`config.mk`:
```
export PLATFORM = sky130hd
export DESIGN_NAME = bcd_timer_ctrl
export DESIGN_NICKNAME = d
export VERILOG_FILES = /design/src/rtl/bcd_pkg.sv /design/src/rtl/BCD_counter.sv /design/src/rtl/bcd_timer_ctrl.sv
export SDC_FILE = /design/constraint.sdc
export NUM_CORES = 1
export LEC_CHECK = 0
export ABC_AREA = 1
export ABC_CLOCK_PERIOD_IN_PS = 1790
export CORE_MARGIN = 4
export CORE_UTILIZATION = 53
export CTS_BUF_LIST = sky130_fd_sc_hd__clkbuf_4 sky130_fd_sc_hd__clkbuf_8
export DETAILED_ROUTE_END_ITERATION = 7
export PLACE_DENSITY = 0.84
export SLEW_MARGIN = 20
export SYNTH_ARGS = -nofsm -noshare
export SYNTH_HDL_FRONTEND = slang
export SYNTH_SLANG_ARGS = --single-unit
```
`constraint.sdc`:
```
create_clock -name CLK -period 1.79 [get_ports CLK]
set_input_delay 0.179 -clock CLK [delete_from_list [all_inputs] [get_ports CLK]]
set_output_delay 0.179 -clock CLK [all_outputs]
set_load 0.02 [all_outputs]
```
`src/rtl/bcd_pkg.sv`:
```
// Shared types and helpers for the four-digit BCD timer.
package bcd_pkg;

  typedef enum logic [1:0] {
    ST_IDLE  = 2'd0,
    ST_RUN   = 2'd1,
    ST_PAUSE = 2'd2,
    ST_DONE  = 2'd3
  } state_t;

  localparam logic [3:0] BCD_MAX = 4'd9;
  localparam logic [3:0] BCD_MIN = 4'd0;

  function automatic logic is_valid_bcd16(input logic [15:0] v);
    logic ok;
    ok = 1'b1;
    for (int unsigned i = 0; i < 4; i++) begin
      if (v[i*4 +: 4] > BCD_MAX) ok = 1'b0;
    end
    return ok;
  endfunction

endpackage

```
`src/rtl/BCD_counter.sv`:
```
// Single BCD digit: up/down with 9<->0 wrap, synchronous load, async active-low clear.
module BCD_counter
  import bcd_pkg::*;
(
  input  logic       CLK,
  input  logic       CLR_N,
  input  logic       EN,
  input  logic       LOAD_EN,
  input  logic       DIR,
  input  logic [3:0] D,
  output logic [3:0] Q,
  output logic       OF,
  output logic       UF
);

  logic [3:0] q_q, q_d;

  always_comb begin
    q_d = q_q;
    if (LOAD_EN) begin
      q_d = D;
    end else if (EN) begin
      if (DIR) q_d = (q_q == BCD_MAX) ? BCD_MIN : q_q + 4'd1;
      else     q_d = (q_q == BCD_MIN) ? BCD_MAX : q_q - 4'd1;
    end
  end

  always_ff @(posedge CLK or negedge CLR_N) begin
    if (!CLR_N) q_q <= '0;
    else        q_q <= q_d;
  end

  assign Q  = q_q;
  assign OF = EN && !LOAD_EN && DIR  && (q_q == BCD_MAX);
  assign UF = EN && !LOAD_EN && !DIR && (q_q == BCD_MIN);

endmodule

```
`src/rtl/bcd_timer_ctrl.sv`:
```
// Four-digit BCD timer: prescaled tick, up/down, preset load, IDLE/RUN/PAUSE/DONE control.
module bcd_timer_ctrl
  import bcd_pkg::*;
#(
  parameter int unsigned TICK_DIV = 4
) (
  input  logic        CLK,
  input  logic        CLR,
  input  logic        START,
  input  logic        STOP,
  input  logic        DIR,
  input  logic        PRESET_EN,
  input  logic [15:0] PRESET,
  output logic [15:0] COUNT,
  output logic        RUNNING,
  output logic        DONE,
  output logic        ERR
);

  localparam int unsigned PW = (TICK_DIV > 1) ? $clog2(TICK_DIV) : 1;
  localparam logic [PW-1:0] PRESC_MAX = PW'(TICK_DIV - 1);

  state_t        state_q, state_d;
  logic [PW-1:0] presc_q, presc_d;
  logic          dir_q, dir_d;
  logic          err_q, err_d;

  logic        tick, load_ok, done_hit, start_term;
  logic [3:0]  term;
  logic [3:0]  dig_en;
  logic [15:0] cnt;

  assign tick    = (state_q == ST_RUN) && (presc_q == PRESC_MAX);
  assign load_ok = PRESET_EN && is_valid_bcd16(PRESET);

  always_comb begin
    for (int unsigned i = 0; i < 4; i++) begin
      term[i] = dir_q ? (cnt[i*4 +: 4] == BCD_MAX) : (cnt[i*4 +: 4] == BCD_MIN);
    end
    dig_en[0] = tick;
    dig_en[1] = tick && term[0];
    dig_en[2] = tick && term[0] && term[1];
    dig_en[3] = tick && term[0] && term[1] && term[2];
  end

  // Only the immediate predecessor of the terminal value can reach it on a tick.
  assign done_hit   = tick && (dir_q ? (cnt == 16'h9998) : (cnt == 16'h0001));
  assign start_term = DIR ? (cnt == 16'h9999) : (cnt == 16'h0000);

  always_comb begin
    state_d = state_q;
    presc_d = presc_q;
    dir_d   = dir_q;
    err_d   = 1'b0;
    if (load_ok) begin
      state_d = ST_IDLE;
      presc_d = '0;
    end else begin
      err_d = PRESET_EN;
      case (state_q)
        ST_IDLE: begin
          if (START && !PRESET_EN) begin
            dir_d   = DIR;
            state_d = start_term ? ST_DONE : ST_RUN;
            presc_d = '0;
          end
        end
        ST_RUN: begin
          if (done_hit) begin
            state_d = ST_DONE;
          end else if (STOP && !PRESET_EN) begin
            state_d = ST_PAUSE;
          end else begin
            presc_d = tick ? '0 : presc_q + PW'(1);
          end
        end
        ST_PAUSE: begin
          if (START && !STOP && !PRESET_EN) state_d = ST_RUN;
        end
        default: ;
      endcase
    end
  end

  always_ff @(posedge CLK or posedge CLR) begin
    if (CLR) begin
      state_q <= ST_IDLE;
      presc_q <= '0;
      dir_q   <= 1'b0;
      err_q   <= 1'b0;
    end else begin
      state_q <= state_d;
      presc_q <= presc_d;
      dir_q   <= dir_d;
      err_q   <= err_d;
    end
  end

  BCD_counter u_dig0 (.CLK(CLK), .CLR_N(~CLR), .EN(dig_en[0]), .LOAD_EN(load_ok), .DIR(dir_q),
                      .D(PRESET[3:0]),   .Q(cnt[3:0]),   .OF(), .UF());
  BCD_counter u_dig1 (.CLK(CLK), .CLR_N(~CLR), .EN(dig_en[1]), .LOAD_EN(load_ok), .DIR(dir_q),
                      .D(PRESET[7:4]),   .Q(cnt[7:4]),   .OF(), .UF());
  BCD_counter u_dig2 (.CLK(CLK), .CLR_N(~CLR), .EN(dig_en[2]), .LOAD_EN(load_ok), .DIR(dir_q),
                      .D(PRESET[11:8]),  .Q(cnt[11:8]),  .OF(), .UF());
  BCD_counter u_dig3 (.CLK(CLK), .CLR_N(~CLR), .EN(dig_en[3]), .LOAD_EN(load_ok), .DIR(dir_q),
                      .D(PRESET[15:12]), .Q(cnt[15:12]), .OF(), .UF());

  assign COUNT   = cnt;
  assign RUNNING = (state_q == ST_RUN);
  assign DONE    = (state_q == ST_DONE);
  assign ERR     = err_q;

endmodule

```
# After elaboration in Yosys (flattened, before gate mapping)
# Index checks and enable logic that the tools add are counted.
# Widths: inputs -> output; s select.
# classes
addsub	9
multipliers	0
div_mod_pow	0
order_cmp	4
n_eq_ne	16
shifts	0
muxes	43
bitwise	1
reduce_logical	27
# op_table
operator	count
$mux 4	20
$eq 16x16->1 const B	2
$mux 2	11
$add 4x1->4 const B	4
$eq 16x1->1 const B	1
$eq 4x4->1 const B	4
$gt 4x4->1 const B	4
$logic_not 16->1	1
$logic_not 4->1	4
$sub 4x1->4 const B	4
$ne 3x3->1 const B	4
$logic_and 1x1->1	10
$mux 1	10
$reduce_and 4->1	2
$reduce_bool 2->1	4
$eq 2x2->1 const B	3
$pmux 2 s3	1
$ne 4x1->1 const B	1
$pmux 2 s2	1
$reduce_bool 4->1	1
$reduce_and 3->1	1
$reduce_bool 3->1	1
$add 2x1->2 const B	1
$eq 2x1->1 const B	1
other kinds (3)	4
# totals
reg_bits	22
latch_bits	0
ramBits	0
mem_bits_ro	0
in_bits	22
output_inout_bits	19
n_memories	0

# Logic depth before layout (Yosys ltp)
# logic_depth
depth_word	8
mapped_depth	12
ltp_nobuf	12

# Cells and area by module
# A second synthesis with hierarchy kept.
# hier_totals
hier_cells	357
hier_area_um2	2159.6
# by_module_without_submodules
module	n_inst	cells_per_inst	area_per_inst_um2
BCD_counter	4	56	350.3
bcd_timer_ctrl	1	133	758.2

# Worst setup path before layout
# No wires, ideal clock.
# synth_timing
path_type	reg2reg
from	register state_q[1]
to	register state_q[0]
setup_time_ps	117
arrival_time_ps	1616
slack_ps	58
path_stages_with_launch	12
path_buffers	0
cell_sequence	dfrtp_1 inv_1 ha_1 nand2_1 nor2_1 nand2_1 nor2_1 nand3_1 nand3_1 nand2_1 nand2_1 nand2_1
# synth_between
elab_chain_len	6
# synth_rtl
element	line	source
start: declaration	bcd_timer_ctrl.sv:23	state_t state_q, state_d;
start signal: assignment	bcd_timer_ctrl.sv:92	state_q <= state_d;
$eq 2x1->1 *	--	
via RUNNING	bcd_timer_ctrl.sv:15	output logic RUNNING,
$logic_and 1x1->1	bcd_timer_ctrl.sv:33	assign tick = (state_q == ST_RUN) && (presc_q == PRESC_MAX);
$logic_and 1x1->1	bcd_timer_ctrl.sv:47	assign done_hit = tick && (dir_q ? (cnt == 16'h9998) : (cnt == 16'h0001));
$mux 2	bcd_timer_ctrl.sv:69	if (done_hit) begin
$pmux 2 s3	bcd_timer_ctrl.sv:60	case (state_q)
$mux 2	bcd_timer_ctrl.sv:55	if (load_ok) begin
# Mark *: on every way through the listed nets, which the timed path passes. The rest lies on a longest branch.
# A chain may end at the register's enable or synchronous reset.

# Worst setup path after layout
# layout_timing
from	register state_q[1]
to	output port DONE
# layout_between
elab_chain_len	1
# layout_rtl
element	line	source
$eq 2x2->1	bcd_timer_ctrl.sv:110	assign DONE = (state_q == ST_DONE);
end: declaration	bcd_timer_ctrl.sv:16	output logic DONE,
# Every way passes these cells.

==> metrics.md <==
| Metric | Value |
|---|---|
| Setup slack after layout | roughly 0.055 ns |
| Most frequently used cell type in the post-synthesis netlist | nand2_1 |
| RSZ-0062 raised after global routing | false |
| Pre-CTS setup slack | -0.0650 ns |
| Worst r2r path cells | 10 |
| Total number of H-tree levels | 1 |
| Post-DRT Antenna Nets | 0 |
| Max-cap viol count | 0 |
| Post-Synthesis Cell Area | about 1900 um2 |
| Total of warnings raised by yosys | 0 |
| Worst-Margin Slew | 0.401 ns |
| Layout Utilization | 72.6% |
| Floorplan die width | 68.3 um |
| Number of buffers added by the clock tree synthesis step | 3 |
| Worst-skew pair later-pin latency | 0.31 ns |
| Worst hold slack | a little under 0.2 ns |
| Clk buf depth | 2 |
| Wire length of the first global-routing pass | roughly 8800 um |
| RR Endpoint | u_dig3.Q[3]$_DFFE_PP0P_ |
| Initial cell density of the core | 56.4% |
| Crit path launch type | flop |
| Cell row count | 21 |
| Setup crit end kind | output port |
| Core footprint | 3420 um2 |
| Total DRC errors in the routed layout | 0 |
| Switching power total | 0.00182 W |
| Cell type contributing the most total cell area after synthesis | dfrtp_1 |
| Clock tree root driver cell | clkbuf_4 |
| Boundary Pins | 41 |
| Post-synthesis cell count | 311 |
| Category of the most critical setup path | flop to output port |
| Max-slew headroom at the worst pin | 73.3% |
| WL per Instance | between 10 and 15 um |
| Clock Skew | 0.00423 ns |
| Total count of max-transition violations in the final report | 0 |
| Clock-pin slew on the worst setup and hold paths | 0.14 ns |
| Critical-path maximum fanout | 3 |
| Antenna violations before repair | 0 |
| Share of the yosys chip area belonging to registers | 28.6% |
| Ys async rst share | between 90% and 100% |
| Vias in the first global route | 1984 |
| Critical Path AT | 1.56 ns |
| Clock tree from TritonCTS | built |
| Max Freq | 577 MHz |
| Data required, critical path | 1.61 ns |
| Antenna Cells | 0 |
| Share of Yosys cell area claimed by the top area cell type | approximately 29% |
| Via density | between 5 and 6 |
| Die Span Y | 68.3 um |
| Seq pwr share | 27.3% |
| # hold bufs at CTS | 0 |
| Power per standard cell area | 1410 nW/um2 |
| Post-detailed-placement half-perimeter wirelength | 4280 um |
| Area enclosed by the die boundary | 4660 um2 |
| # port buffers | 40 |
| Outcome | finished clean |
| Standby leakage power | 1.23 nW |
| Clock net sink count | 22 |
| Total via count after detailed routing | 2189 |
| 1st-pass router iterations | 7 |
| Commonest cells in the netlist | 94 x nand2_1, 43 x nor2_1, 32 x inv_1, 28 x nand3_1, 24 x o21ai_0 |
| Total global-route track usage | between 20 and 25% |
| Leading post-synthesis cells by cell area | dfrtp_1 29%, nand2_1 18%, nor2_1 8.4% |
| Layout cell share with drive strength beyond 1 | 10.5% |
| GPL Wtd Cong | 0.912 |
| Minimum clock period after layout | between 1.5 and 2 ns |
| Drt first-iter violations | 161 |
| Distinct cell type count after synthesis | 29 |
| Worst reg2reg startpoint | u_dig1.Q[0]$_DFFE_PP0P_ |
| Worst IR drop on VDD | around 0.73 mV |
| Share of total power consumed by net switching | 52.3% |
| Main synth FF type | dfrtp_1 |
| Fin. Hold Viols | 0 |
| Syn avg cell area | 6.20 um2 |
| Net total in the final layout | 391 |
| Share of the clock period used by the worst path after layout | 96.9% |
| Internal reg-to-reg setup slack | 0.14 ns |
| Combinational share of power | 65.7% |
| Relative area change from synthesis to final layout | 28.8% |
| Number of synthesized register bits | 22 |
| Setup violation total in the final timing report | 0 |
| Total nets after synthesis | 338 |
| Count of flip-flops with a built-in enable after synthesis | 0 |
| Type of the worst min-delay path | input pin to asynchronous set/reset pin |
| Maximum number of pins on one net before global-route repair | 23 |
| Pint | 0.00167 W |
| Routed Wire Length | 5360 um |
| Gr ovfl total | 0 |
| Clock share of power | around 7.0% |
==> per-layer routing <==
metal / wire length (um) / share of wire, % / vias up / global-route usage [%]
met4: 42 / 0.78 / 0 / 4.71
met3: 312 / 5.8 / 6 / 2.46
li1: - / - / 1108 / -
met5: 0 / 0 / - / 0
met1: 2350 / 44 / 997 / 32.3
met2: 2660 / 50 / 78 / 42.8
==> per-stage QoR <==
step / cells / instance area, um2 / power, W / setup TNS (ns)
floorplan: 311 / 1930 / 0.00246 / 0
global placement: 404 / 2440 / 0.00317 / -0.0241
detailed placement: 404 / 2440 / 0.00321 / -0.430
CTS: 407 / 2460 / 0.00345 / 0
global route: 408 / 2480 / 0.00384 / 0
finish: 408 / 2480 / 0.00349 / 0
==> critical path, stage by stage, from the launching register on <==
cell and delay, ns:
dfrtp_1 0.40, buf_4 0.14, ha_1 0.17, clkdlybuf4s50_1 0.53
==> worst max-delay path by stage <==
stage | start | to | depth (start not counted)
CTS | state_q[1]$_DFFE_PP0P_ | state_q[1]$_DFFE_PP0P_ | 11
floorplan | state_q[1]$_DFFE_PP0P_ | state_q[0]$_DFFE_PP0P_ | 11
detailed placement | PRESET[2] | u_dig3.Q[0]$_DFFE_PP0P_ | 10
global route | state_q[1]$_DFFE_PP0P_ | DONE | 3
global placement | PRESET[1] | u_dig1.Q[3]$_DFFE_PP0P_ | 9
finish | state_q[1]$_DFFE_PP0P_ | DONE | 3
==> cell usage in the layout (no fill, tap or decap), drive strengths merged, types with 2 or more instances in the layout <==
cell type,instances
clkdlybuf4s50,39
a21oi,10
inv,35
clkbuf,3
ha,5
xor2,5
nand3b,2
nand2,100
buf,14
dfrtp,22
o21ai,33
o211ai,6
nor2,47
nor3,2
nand3,30
nand4,4
==> final cells by class <==
type / instances / area, um2
Multi-Input combinational cell: 247 / 1210
Fill cell: 300 / 935
Sequential cell: 22 / 551
Timing Repair Buffer: 54 / 504
Inverter: 36 / 135
Tap cell: 46 / 57.6
Clock buffer: 3 / 22.5
==> flip-flops by register name, indices dropped and copies added (netlist names) <==
signal,flops
ERR,1
state_q,2
u_dig3.Q,4
dir_q,1
u_dig2.Q,4
presc_q,2
u_dig1.Q,4
u_dig0.Q,4
==> logic make-up after synthesis <==
logic type | share of synthesized area, %
and+or+nand+nor | 42.3
DFF | 28.6
adders and majority gates | 3.25
buffers and inverters | 9.35
AOI/OAI and AO/OA | 14.2
xor gates and xnor gates | 2.27
==> repair_timing <==
action | in CTS | in global routing
gates resized for setup | 1 | 4
buffers inserted | 0 | 1
endpoints found under the setup margin | 1 | 4
==> power by group through the flow <==
stage          combinational [W]  clock, W  sequential (W)
5_1_grt                  0.00258  0.000266        0.000987
3_3_place_gp             0.00221         0        0.000960
3_5_place_dp             0.00225         0        0.000961
4_1_cts                  0.00225  0.000243        0.000951
2_1_floorplan            0.00140         0         0.00107
6_report                 0.00229  0.000243        0.000954
Note: power is estimated with default switching activity, not from simulation.
